### config.mk
export PLATFORM = sky130hd
export DESIGN_NAME = cla_topic_buf_arb
export DESIGN_NICKNAME = d
export VERILOG_FILES = /design/src/rtl/cla_topic_pkg.sv /design/src/rtl/cla_rr_arb.sv /design/src/rtl/cla_topic_buf_arb.sv
export SDC_FILE = /design/constraint.sdc
export NUM_CORES = 1
export LEC_CHECK = 0
export ABC_AREA = 1
export CAP_MARGIN = 10
export CORE_MARGIN = 2
export CORE_UTILIZATION = 58
export DETAILED_ROUTE_END_ITERATION = 8
export DONT_BUFFER_PORTS = 1
export GPL_TIMING_DRIVEN = 0
export PLACE_DENSITY = 0.78
export SYNTH_ARGS = -nofsm -noshare
export SYNTH_HDL_FRONTEND = slang
export SYNTH_SLANG_ARGS = --single-unit
export TNS_END_PERCENT = 30
### constraint.sdc
create_clock -name clk -period 2.3 [get_ports clk]
set_clock_uncertainty 0.15 [all_clocks]
set_input_delay 0.345 -clock clk [delete_from_list [all_inputs] [get_ports clk]]
set_output_delay 0.345 -clock clk [all_outputs]
set_load 0.05 [all_outputs]
### src/rtl/cla_topic_pkg.sv
// Shared definitions for the topic buffer arbiter: FSM state encodings,
// default client count and the default pointer width / reset port name.
// Optional feature macro: CLA_TOPIC_BUF_QUOTA_EN (per-client quota limiting).

`ifndef TOPIC_VALUE_DEPTH_NBITS
`define TOPIC_VALUE_DEPTH_NBITS 8
`endif

`ifndef RESET_SIG
`define RESET_SIG rst
`endif

package cla_topic_pkg;

    // Free-list sequencer states
    localparam logic [1:0] ST_WAIT_DONE = 2'd0;
    localparam logic [1:0] ST_RUN       = 2'd1;
    localparam logic [1:0] ST_REINIT    = 2'd2;
    localparam logic [1:0] ST_WAIT_LOW  = 2'd3;

    localparam int NUM_REQ_DEF = 4;

endpackage

### src/rtl/cla_rr_arb.sv
// Round-robin arbiter: one-hot grant from req, searching upward from a
// rotating priority pointer. The pointer moves to winner+1 only when the
// caller says the grant was actually used (advance).

module cla_rr_arb #(
    parameter int N = 4
) (
    input  logic         clk,
    input  logic         rst,
    input  logic [N-1:0] req,
    input  logic         advance,
    output logic [N-1:0] gnt
);

    localparam int PW = (N > 1) ? $clog2(N) : 1;

    logic [PW-1:0] prio;
    logic [PW-1:0] win_idx;
    logic          found;

    // Pick the first requester at or after the priority pointer (wrapping)
    always_comb begin
        gnt     = '0;
        win_idx = prio;
        found   = 1'b0;
        for (int i = 0; i < N; i++) begin
            if (!found && req[(int'(prio) + i) % N]) begin
                found                      = 1'b1;
                gnt[(int'(prio) + i) % N]  = 1'b1;
                win_idx                    = PW'((int'(prio) + i) % N);
            end
        end
    end

    // Rotate priority past the winner when the grant is consumed
    always_ff @(posedge clk or posedge rst) begin
        if (rst)
            prio <= '0;
        else if (advance && found)
            prio <= (win_idx == PW'(N - 1)) ? '0 : win_idx + 1'b1;
    end

endmodule

### src/rtl/cla_topic_buf_arb.sv
// Topic value buffer free-list arbiter/sequencer. Shares the free list's
// single pop and release ports among NUM_REQ clients with round-robin
// fairness, and gates allocation while the free list is rebuilt.
// Optional feature macro: CLA_TOPIC_BUF_QUOTA_EN adds per-client in-use
// counters, a quota input and a sticky release-underflow flag.

module cla_topic_buf_arb
    import cla_topic_pkg::*;
#(
    parameter int BPTR_NBITS  = `TOPIC_VALUE_DEPTH_NBITS,
    parameter int NUM_REQ     = NUM_REQ_DEF,
    parameter int QUOTA_NBITS = BPTR_NBITS + 1
) (
    input  logic                          clk,
    input  logic                          `RESET_SIG,
    input  logic                          reinit_req,
    output logic                          reinit_busy,
    input  logic [NUM_REQ-1:0]            alloc_req,
    output logic [NUM_REQ-1:0]            alloc_gnt,
    output logic [BPTR_NBITS-1:0]         alloc_ptr,
    input  logic [NUM_REQ-1:0]            rel_req,
    input  logic [NUM_REQ*BPTR_NBITS-1:0] rel_ptr,
    output logic [NUM_REQ-1:0]            rel_ack,
    output logic                          fl_init,
    input  logic                          fl_init_done,
    input  logic                          fl_empty,
    input  logic [BPTR_NBITS-1:0]         fl_ptr,
    output logic                          fl_rd,
    output logic                          fl_rel_valid,
    output logic [BPTR_NBITS-1:0]         fl_rel_ptr
`ifdef CLA_TOPIC_BUF_QUOTA_EN
    ,
    input  logic [NUM_REQ*QUOTA_NBITS-1:0] quota,
    output logic                           quota_err
`endif
);

    logic [1:0]            state;
    logic [1:0]            state_nxt;
    logic                  run;
    logic                  enter_reinit;
    logic [NUM_REQ-1:0]    eligible;
    logic [NUM_REQ-1:0]    alloc_win;
    logic [NUM_REQ-1:0]    rel_win;
    logic [BPTR_NBITS-1:0] rel_sel;

    assign run          = (state == ST_RUN);
    assign enter_reinit = run && reinit_req;
    assign reinit_busy  = !run;

    // Rebuild sequencer: RUN -> REINIT (1 cycle) -> wait done low -> wait done high
    always_comb begin
        state_nxt = state;
        case (state)
            ST_WAIT_DONE: if (fl_init_done)  state_nxt = ST_RUN;
            ST_RUN:       if (reinit_req)    state_nxt = ST_REINIT;
            ST_REINIT:                       state_nxt = ST_WAIT_LOW;
            ST_WAIT_LOW:  if (!fl_init_done) state_nxt = ST_WAIT_DONE;
            default:                         state_nxt = ST_WAIT_DONE;
        endcase
    end

    // State register; reset lands in WAIT_DONE since the list self-initialises
    always_ff @(posedge clk or posedge `RESET_SIG) begin
        if (`RESET_SIG)
            state <= ST_WAIT_DONE;
        else
            state <= state_nxt;
    end

`ifdef CLA_TOPIC_BUF_QUOTA_EN
    logic [NUM_REQ-1:0][QUOTA_NBITS-1:0] cnt;
    logic [NUM_REQ-1:0]                  underflow;

    // A client is eligible only while its in-use count is below its quota
    always_comb begin
        eligible = '0;
        for (int i = 0; i < NUM_REQ; i++)
            eligible[i] = alloc_req[i] &&
                          (cnt[i] < quota[i*QUOTA_NBITS +: QUOTA_NBITS]);
    end

    // Underflow: a counted release hitting a client that holds nothing
    always_comb begin
        underflow = '0;
        for (int i = 0; i < NUM_REQ; i++)
            underflow[i] = run && rel_win[i] && !(fl_rd && alloc_win[i]) &&
                           (cnt[i] == '0);
    end

    // In-use counters: +1 on grant, -1 on release, cleared when rebuilding
    always_ff @(posedge clk or posedge `RESET_SIG) begin
        if (`RESET_SIG) begin
            cnt <= '0;
        end else if (enter_reinit) begin
            cnt <= '0;
        end else begin
            for (int i = 0; i < NUM_REQ; i++) begin
                if ((fl_rd && alloc_win[i]) && !(run && rel_win[i]))
                    cnt[i] <= cnt[i] + 1'b1;
                else if (!(fl_rd && alloc_win[i]) && run && rel_win[i] &&
                         (cnt[i] != '0))
                    cnt[i] <= cnt[i] - 1'b1;
            end
        end
    end

    // Sticky underflow flag, only reset clears it
    always_ff @(posedge clk or posedge `RESET_SIG) begin
        if (`RESET_SIG)
            quota_err <= 1'b0;
        else if (|underflow)
            quota_err <= 1'b1;
    end
`else
    assign eligible = alloc_req;
`endif

    // Pop only in RUN with something to hand out; the pop and arbitration share a cycle
    assign fl_rd = run && !fl_empty && (|eligible);

    cla_rr_arb #(.N(NUM_REQ)) u_alloc_arb (
        .clk     (clk),
        .rst     (`RESET_SIG),
        .req     (eligible),
        .advance (fl_rd),
        .gnt     (alloc_win)
    );

    cla_rr_arb #(.N(NUM_REQ)) u_rel_arb (
        .clk     (clk),
        .rst     (`RESET_SIG),
        .req     (rel_req),
        .advance (|rel_req),
        .gnt     (rel_win)
    );

    // Releases are always accepted; outside RUN they are dropped
    assign rel_ack = rel_win;

    // One-hot mux of the winning client's release pointer
    always_comb begin
        rel_sel = '0;
        for (int i = 0; i < NUM_REQ; i++)
            if (rel_win[i])
                rel_sel = rel_sel | rel_ptr[i*BPTR_NBITS +: BPTR_NBITS];
    end

    // Registered grant pulse carrying the popped pointer
    always_ff @(posedge clk or posedge `RESET_SIG) begin
        if (`RESET_SIG) begin
            alloc_gnt <= '0;
            alloc_ptr <= '0;
        end else begin
            alloc_gnt <= fl_rd ? alloc_win : '0;
            if (fl_rd)
                alloc_ptr <= fl_ptr;
        end
    end

    // Registered release toward the free list, only while it is live
    always_ff @(posedge clk or posedge `RESET_SIG) begin
        if (`RESET_SIG) begin
            fl_rel_valid <= 1'b0;
            fl_rel_ptr   <= '0;
        end else begin
            fl_rel_valid <= run && (|rel_req);
            if (run && (|rel_req))
                fl_rel_ptr <= rel_sel;
        end
    end

    // Init pulse coincides with the single REINIT cycle
    always_ff @(posedge clk or posedge `RESET_SIG) begin
        if (`RESET_SIG)
            fl_init <= 1'b0;
        else
            fl_init <= enter_reinit;
    end

endmodule

Yosys cells after proc, flatten, opt, wreduce, memory -nomap -nowiden. Cells that the tools add are included. Widths: inputs -> output; s select.

Register bits: 28. Output and inout bits: 28.

Equality and inequality tests: 8. Add/sub/neg operators: 8. Multiplexer cells: 71. Magnitude comparators: 16. Reductions and logical operators: 38. Bitwise logic cells: 15.

Operator list (number): $mux 4 (9); $mux 8 (4); $mux 1 (30); $lt 3x4->1 const B (6); $or 4x4->4 (6); $or 8x8->8 (3); $mux 2 (11); $logic_and 1x1->1 (20); $ge 3x1->1 const B (6); $bmux 1 s2 (8); $demux 1 s2 (8); $reduce_or 2->1 (6); $add 2x1->2 const B (4); $add 2x2->2 const B (4); $eq 2x2->1 const B (4); $logic_not 1->1 (8); $pmux 2 s4 (1); $reduce_or 4->1 (2); $and 1x1->1 const A (6); $lt 2x3->1 const B (2); $ne 2x2->1 const B (3); $ge 2x1->1 const B (2); $reduce_and 3->1 (1); $eq 2x1->1 const B (1); $logic_not 2->1 (1).

Depth between registers and ports, before layout.
Word-level depth: 21. Mapped depth: 15. Gate-level depth less buffers: 14.

By module. A second synthesis with hierarchy kept.

Cell total of the unflattened synthesis: 372. Area total of the unflattened synthesis: 2532.4 µm².

By module, submodules not included: cla_topic_buf_arb (seq. area each 600.6 µm², area each 1331.3 µm², times used 1, cells an instance 191); cla_rr_arb (u_alloc_arb) (seq. area each 50.0 µm², area each 633.1 µm², times used 1, cells an instance 88); cla_rr_arb (u_rel_arb) (seq. area each 50.0 µm², area each 568.0 µm², times used 1, cells an instance 93).

Worst setup path after synthesis. OpenSTA, ideal clock, no wires.

Kind: register to output. Start point: register u_rel_arb.prio[1]. End point: output port rel_ack[0]. Data arrival time: 1.817 ns. Stages on the path, launching flop included: 10. Slack: -0.012 ns. Required time: 1.805 ns. Path through: dfrtp_1 inv_1 ha_1 inv_1 nand3_1 nand2_2 nand3_4 nor2_4 nand2_1 nand3b_4.

Word-level cells in the longest chain between the ends: 13. Elaborated cells on any way between the ends: 56. Those cells by class: add/sub: 3; order compare: 8; mux: 26; bitwise: 6; reduce/logical: 13.

Ends and longest elaborated chain: start, declared (RTL line cla_rr_arb.sv:17) `logic [PW-1:0] prio;`; start signal, assigned (RTL line cla_rr_arb.sv:40) `prio <= (win_idx == PW'(N - 1)) ? '0 : win_idx + 1'b1;`; $add 2x1->2 (RTL line cla_rr_arb.sv:27, cla_rr_arb.sv:29); $reduce_or 2->1 (no source line); $and 1x1->1 (no source line); $lt 3x4->1 (implied by the code) or $ge 3x1->1 (tied branches) (RTL line cla_rr_arb.sv:29) `gnt[(int'(prio) + i) % N] = 1'b1;`; $logic_and 1x1->1 (implied by the code) (RTL line cla_rr_arb.sv:29); $mux 1 (implied by the code) (RTL line cla_rr_arb.sv:29); $demux 1 s2; $or 4x4->4 (no source line); $mux 4 (RTL line cla_rr_arb.sv:27) `if (!found && req[(int'(prio) + i) % N]) begin`; $or 4x4->4 (no source line); $mux 4 (RTL line cla_rr_arb.sv:27); $or 4x4->4 (no source line); $mux 4 * (RTL line cla_rr_arb.sv:27); end, declared (RTL line cla_topic_buf_arb.sv:23) `output logic [NUM_REQ-1:0] rel_ack,`.

Every way passes the cells marked *; elsewhere a longest branch is shown, timed or not. The select of a mux whose other input is x is not followed.

Final worst setup path.
Start point: register u_rel_arb.prio[0]. End point: output port rel_ack[0].

The elaborated chain is that of the path after synthesis.

==> PnR_summary.wiki <==
{| class="wikitable"
! Metric !! Value
|-
| Seq cells post-synth || 28
|-
| Most instantiated cells after synthesis || nand2_1 (138), nand3_1 (42), nor2_1 (32)
|-
| Area growth from synthesis to layout || 18.2%
|-
| Top-count cell post-synth || nand2_1
|-
| Cell area after placement || 2390 µm²
|-
| Hold Path Stages || 2
|-
| Via density per instance || 5.48
|-
| Capture endpoint of the worst hold path || fl_init
|-
| Setup slack of the worst register-to-register path || 0.07 ns
|-
| Die Span X || 67.3 µm
|-
| Total number of vias || 2240
|-
| Total number of yosys warnings || 0
|-
| Series of cell instances along the critical path || clkinv_4 > ha_4 > inv_6 > a21oi_4 > a21oi_4 > nor2_4 > nand2_2 > nand3b_4
|-
| WS Path Type || register to primary output
|-
| Shortest clock period the worst path allows after layout || 2.40 ns
|-
| GR Util met3 || 0.0667
|-
| Ports || 81
|-
| Average wire per cell in the routed design || 13.9 µm
|-
| Dominant cell type by area after synthesis || dfrtp_1
|-
| Cell depth of the worst flop-to-flop path || 14
|-
| Post-Syn Area || 2330 µm²
|-
| Commonest register cell after synthesis || dfrtp_1
|-
| Top cells by area, synth || dfrtp_1 (30%), nand2_1 (22%), ha_1 (10%)
|-
| Sinks on the clock net || 28
|-
| Die area || 4530 µm²
|-
| First-pass GRT wire length || 8.78 mm
|-
| Port Buffer Count || 0
|-
| Worst path required time || 1.80 ns
|-
| Library cells used by synthesis || 27
|-
| Cell Rows || 23
|-
| Vias in the first global route || 2075
|-
| Mux cell area share after synthesis || 0
|-
| CTS tree || yes
|-
| Vertical extent of the die || 67.3 µm
|-
| Net count after synthesis || 410
|-
| Initial DRC Count || 121
|-
| Crit-path max cell delay || 0.41 ns
|-
| Area share of fa/ha/maj cells after synthesis || 0.102
|-
| Synth top area share || 0.301
|-
| Slew margin rel. || 0.289
|-
| Highest achievable clock rate || 417 MHz
|-
| Leftover overflow at the end of global routing || 0
|-
| Tightest Pin Transition || 1.07 ns
|-
| Critical R2R Capture || u_alloc_arb.prio[1]
|-
| Count of final hold-check violations || 0
|-
| Unrepaired setup endpoints after global routing || true
|-
| Count of nets left with antenna violations after detail routing || 0
|-
| Count of flip-flops with a built-in enable after synthesis || 0
|-
| Number of detailed-routing iterations run before antenna repair || 6
|-
| Critical Path Sink Type || primary output
|-
| Simple-gate share of the synthesized area || 0.483
|-
| Net count of the finished layout || 432
|-
| Nature of the critical path startpoint || register
|-
| Worst-path fanout max || 5
|-
| Global Route Usage Sum || 0.248
|-
| Clock root buffer || clkbuf_8
|-
| Post-route design area || 2750 µm²
|-
| Clock buffers created by TritonCTS || 3
|-
| Clock Latency Late Sink || 0.27 ns
|-
| Deepest clock path buffer count || 2
|-
| Aggregate routed wire length || 5.67 mm
|-
| Met2 Track Usage GR || 0.405
|-
| WHS || 0.0312 ns
|-
| Detailed-placement wirelength estimate || 3.83 mm
|-
| Antenna Cells || 0
|-
| Final setup viols || 4
|-
| Post-synth ARST share || 1.00
|-
| Count of max-cap constraint violations || 0
|-
| Max Slew Vio Count || 0
|-
| Outcome || finished with violations
|-
| Most common cell type on the critical path || a21oi_4
|-
| Synthesized-area fraction occupied by ao, oa, aoi and oai cells || 0.0543
|-
| Most utilized layer in the global route result || met2
|-
| Worst setup slack after layout || -0.0988 ns
|-
| Arrival time reported for the critical path endpoint || 1.90 ns
|-
| Min-delay src || reinit_req
|-
| Placeable core area || 3940 µm²
|-
| TNS Setup || -0.286 ns
|-
| Global placer's final weighted congestion || 0.855
|-
| Violations in the final reports || negative setup slack
|-
| Sequential-to-total area share from yosys stat || 0.301
|-
| Met1 GRT Util || 0.313
|-
| Fraction of layout cells with a size suffix above 1 || 0.226
|-
| Antenna violations before repair || 0
|-
| Drc violations || 0
|-
| H-Tree Level Count || 1
|-
| Clock Pin Slew Worst Setup and Hold Paths || 0.10 ns
|-
| Instance count of the mapped netlist || 338
|-
| Avg Synthesized Cell Area || 6.88 µm²
|-
| Max stage delay cell, worst path || dfrtp_2
|-
| Dominant combinational cell family by area after synthesis || simple AND/OR/NAND/NOR gates
|-
| Crit path buf inv count || 2
|-
| Portion of the clock cycle consumed by the worst path in the final layout || 1.04
|-
| Xor and xnor fraction of the mapped netlist area || 0
|-
| Initial core utilization || 0.590
|-
| Kind of cell with the highest combined delay on the critical path || simple AND/OR/NAND/NOR gates
|-
| Maximum number of pins on one net before global-route repair || 29
|-
| HP Class || primary input to register
|-
| RR Startpoint || u_alloc_arb.prio[1]
|}
==> per-layer routing <==
layer  vias up  wire length (µm)  part of all wire
met5         -                 0                 0
met4         0                92             0.016
met3        10               501             0.088
met2        90              2630              0.46
met1      1011              2450              0.43
li1       1129                 -                 -
==> state kept, by name (all words and copies together) (netlist names) <==
| signal | cells |
|---|---|
| alloc_gnt | 4 |
| u_alloc_arb.prio | 2 |
| u_rel_arb.prio | 2 |
| state | 2 |
| alloc_ptr | 8 |
| fl_rel_ptr | 8 |
| fl_init | 1 |
| fl_rel_valid | 1 |
==> cell families (layout without fill, tap and decap cells) <==
logic type / after synthesis / in the layout
AOI/OAI and AO/OA: 20 / 20
adders and majority gates: 19 / 19
buffers and inverters: 32 / 49
DFF: 28 / 28
and+or+nand+nor: 239 / 243
==> final cells by class <==
| type | count | area [µm²] |
|---|---|---|
| multi-input cells | 282 | 1660 |
| clock buffers | 3 | 41.3 |
| plain buffers | 5 | 35.0 |
| repair buffers | 13 | 101 |
| well taps | 50 | 62.6 |
| flip-flops and latches | 28 | 706 |
| inverters | 27 | 116 |
| fillers | 329 | 1190 |
| clock inverters | 1 | 30.0 |
==> stage by stage <==
step / util / cells / setup WS [ns]
floorplan: - / 338 / 0.00224
global placement: 0.606 / 388 / -0.296
detailed placement: 0.606 / 388 / -0.344
CTS: 0.674 / 407 / -0.0814
global route: 0.697 / 409 / -0.167
finish: 0.697 / 409 / -0.0988
==> timing repair <==
item	in CTS	in global routing
pin swaps	12	7
endpoints found under the setup margin	17	16
hold buffers	0	0
cloned	4	0
setup buffers	11	2
endpoints found under the hold margin	0	0
resized for setup	23	21
==> how the worst max path moves through the flow <==
| stage | start | endpoint | cells after the start |
|---|---|---|---|
| after floorplan | u_rel_arb.prio[0] | rel_ack[0] | 9 |
| after detailed placement | u_rel_arb.prio[0] | fl_rel_ptr[2] | 13 |
| after CTS | u_rel_arb.prio[1] | rel_ack[0] | 9 |
| final | u_rel_arb.prio[0] | rel_ack[0] | 8 |
| after global routing | u_rel_arb.prio[1] | rel_ack[0] | 9 |
| after global placement | u_rel_arb.prio[0] | fl_rel_ptr[2] | 13 |
==> layout by cell type, fill, tap and decap left out, drive strengths merged <==
master  Yosys  final
nand2     151    154
nand3      46     46
nor2       39     39
dfrtp      28     28
inv        27     26
ha         19     19
buf         4     18
o21ai      11     11
a41oi       4      4
a21oi       4      4
clkbuf      1      3
nand4       2      2
nand3b      1      2
o41ai       1      1
clkinv      0      1
bufinv      0      1
Power is left out: the tool's default activity adds up to more than one toggle a clock period on the data nets, which glitch-free logic cannot reach.
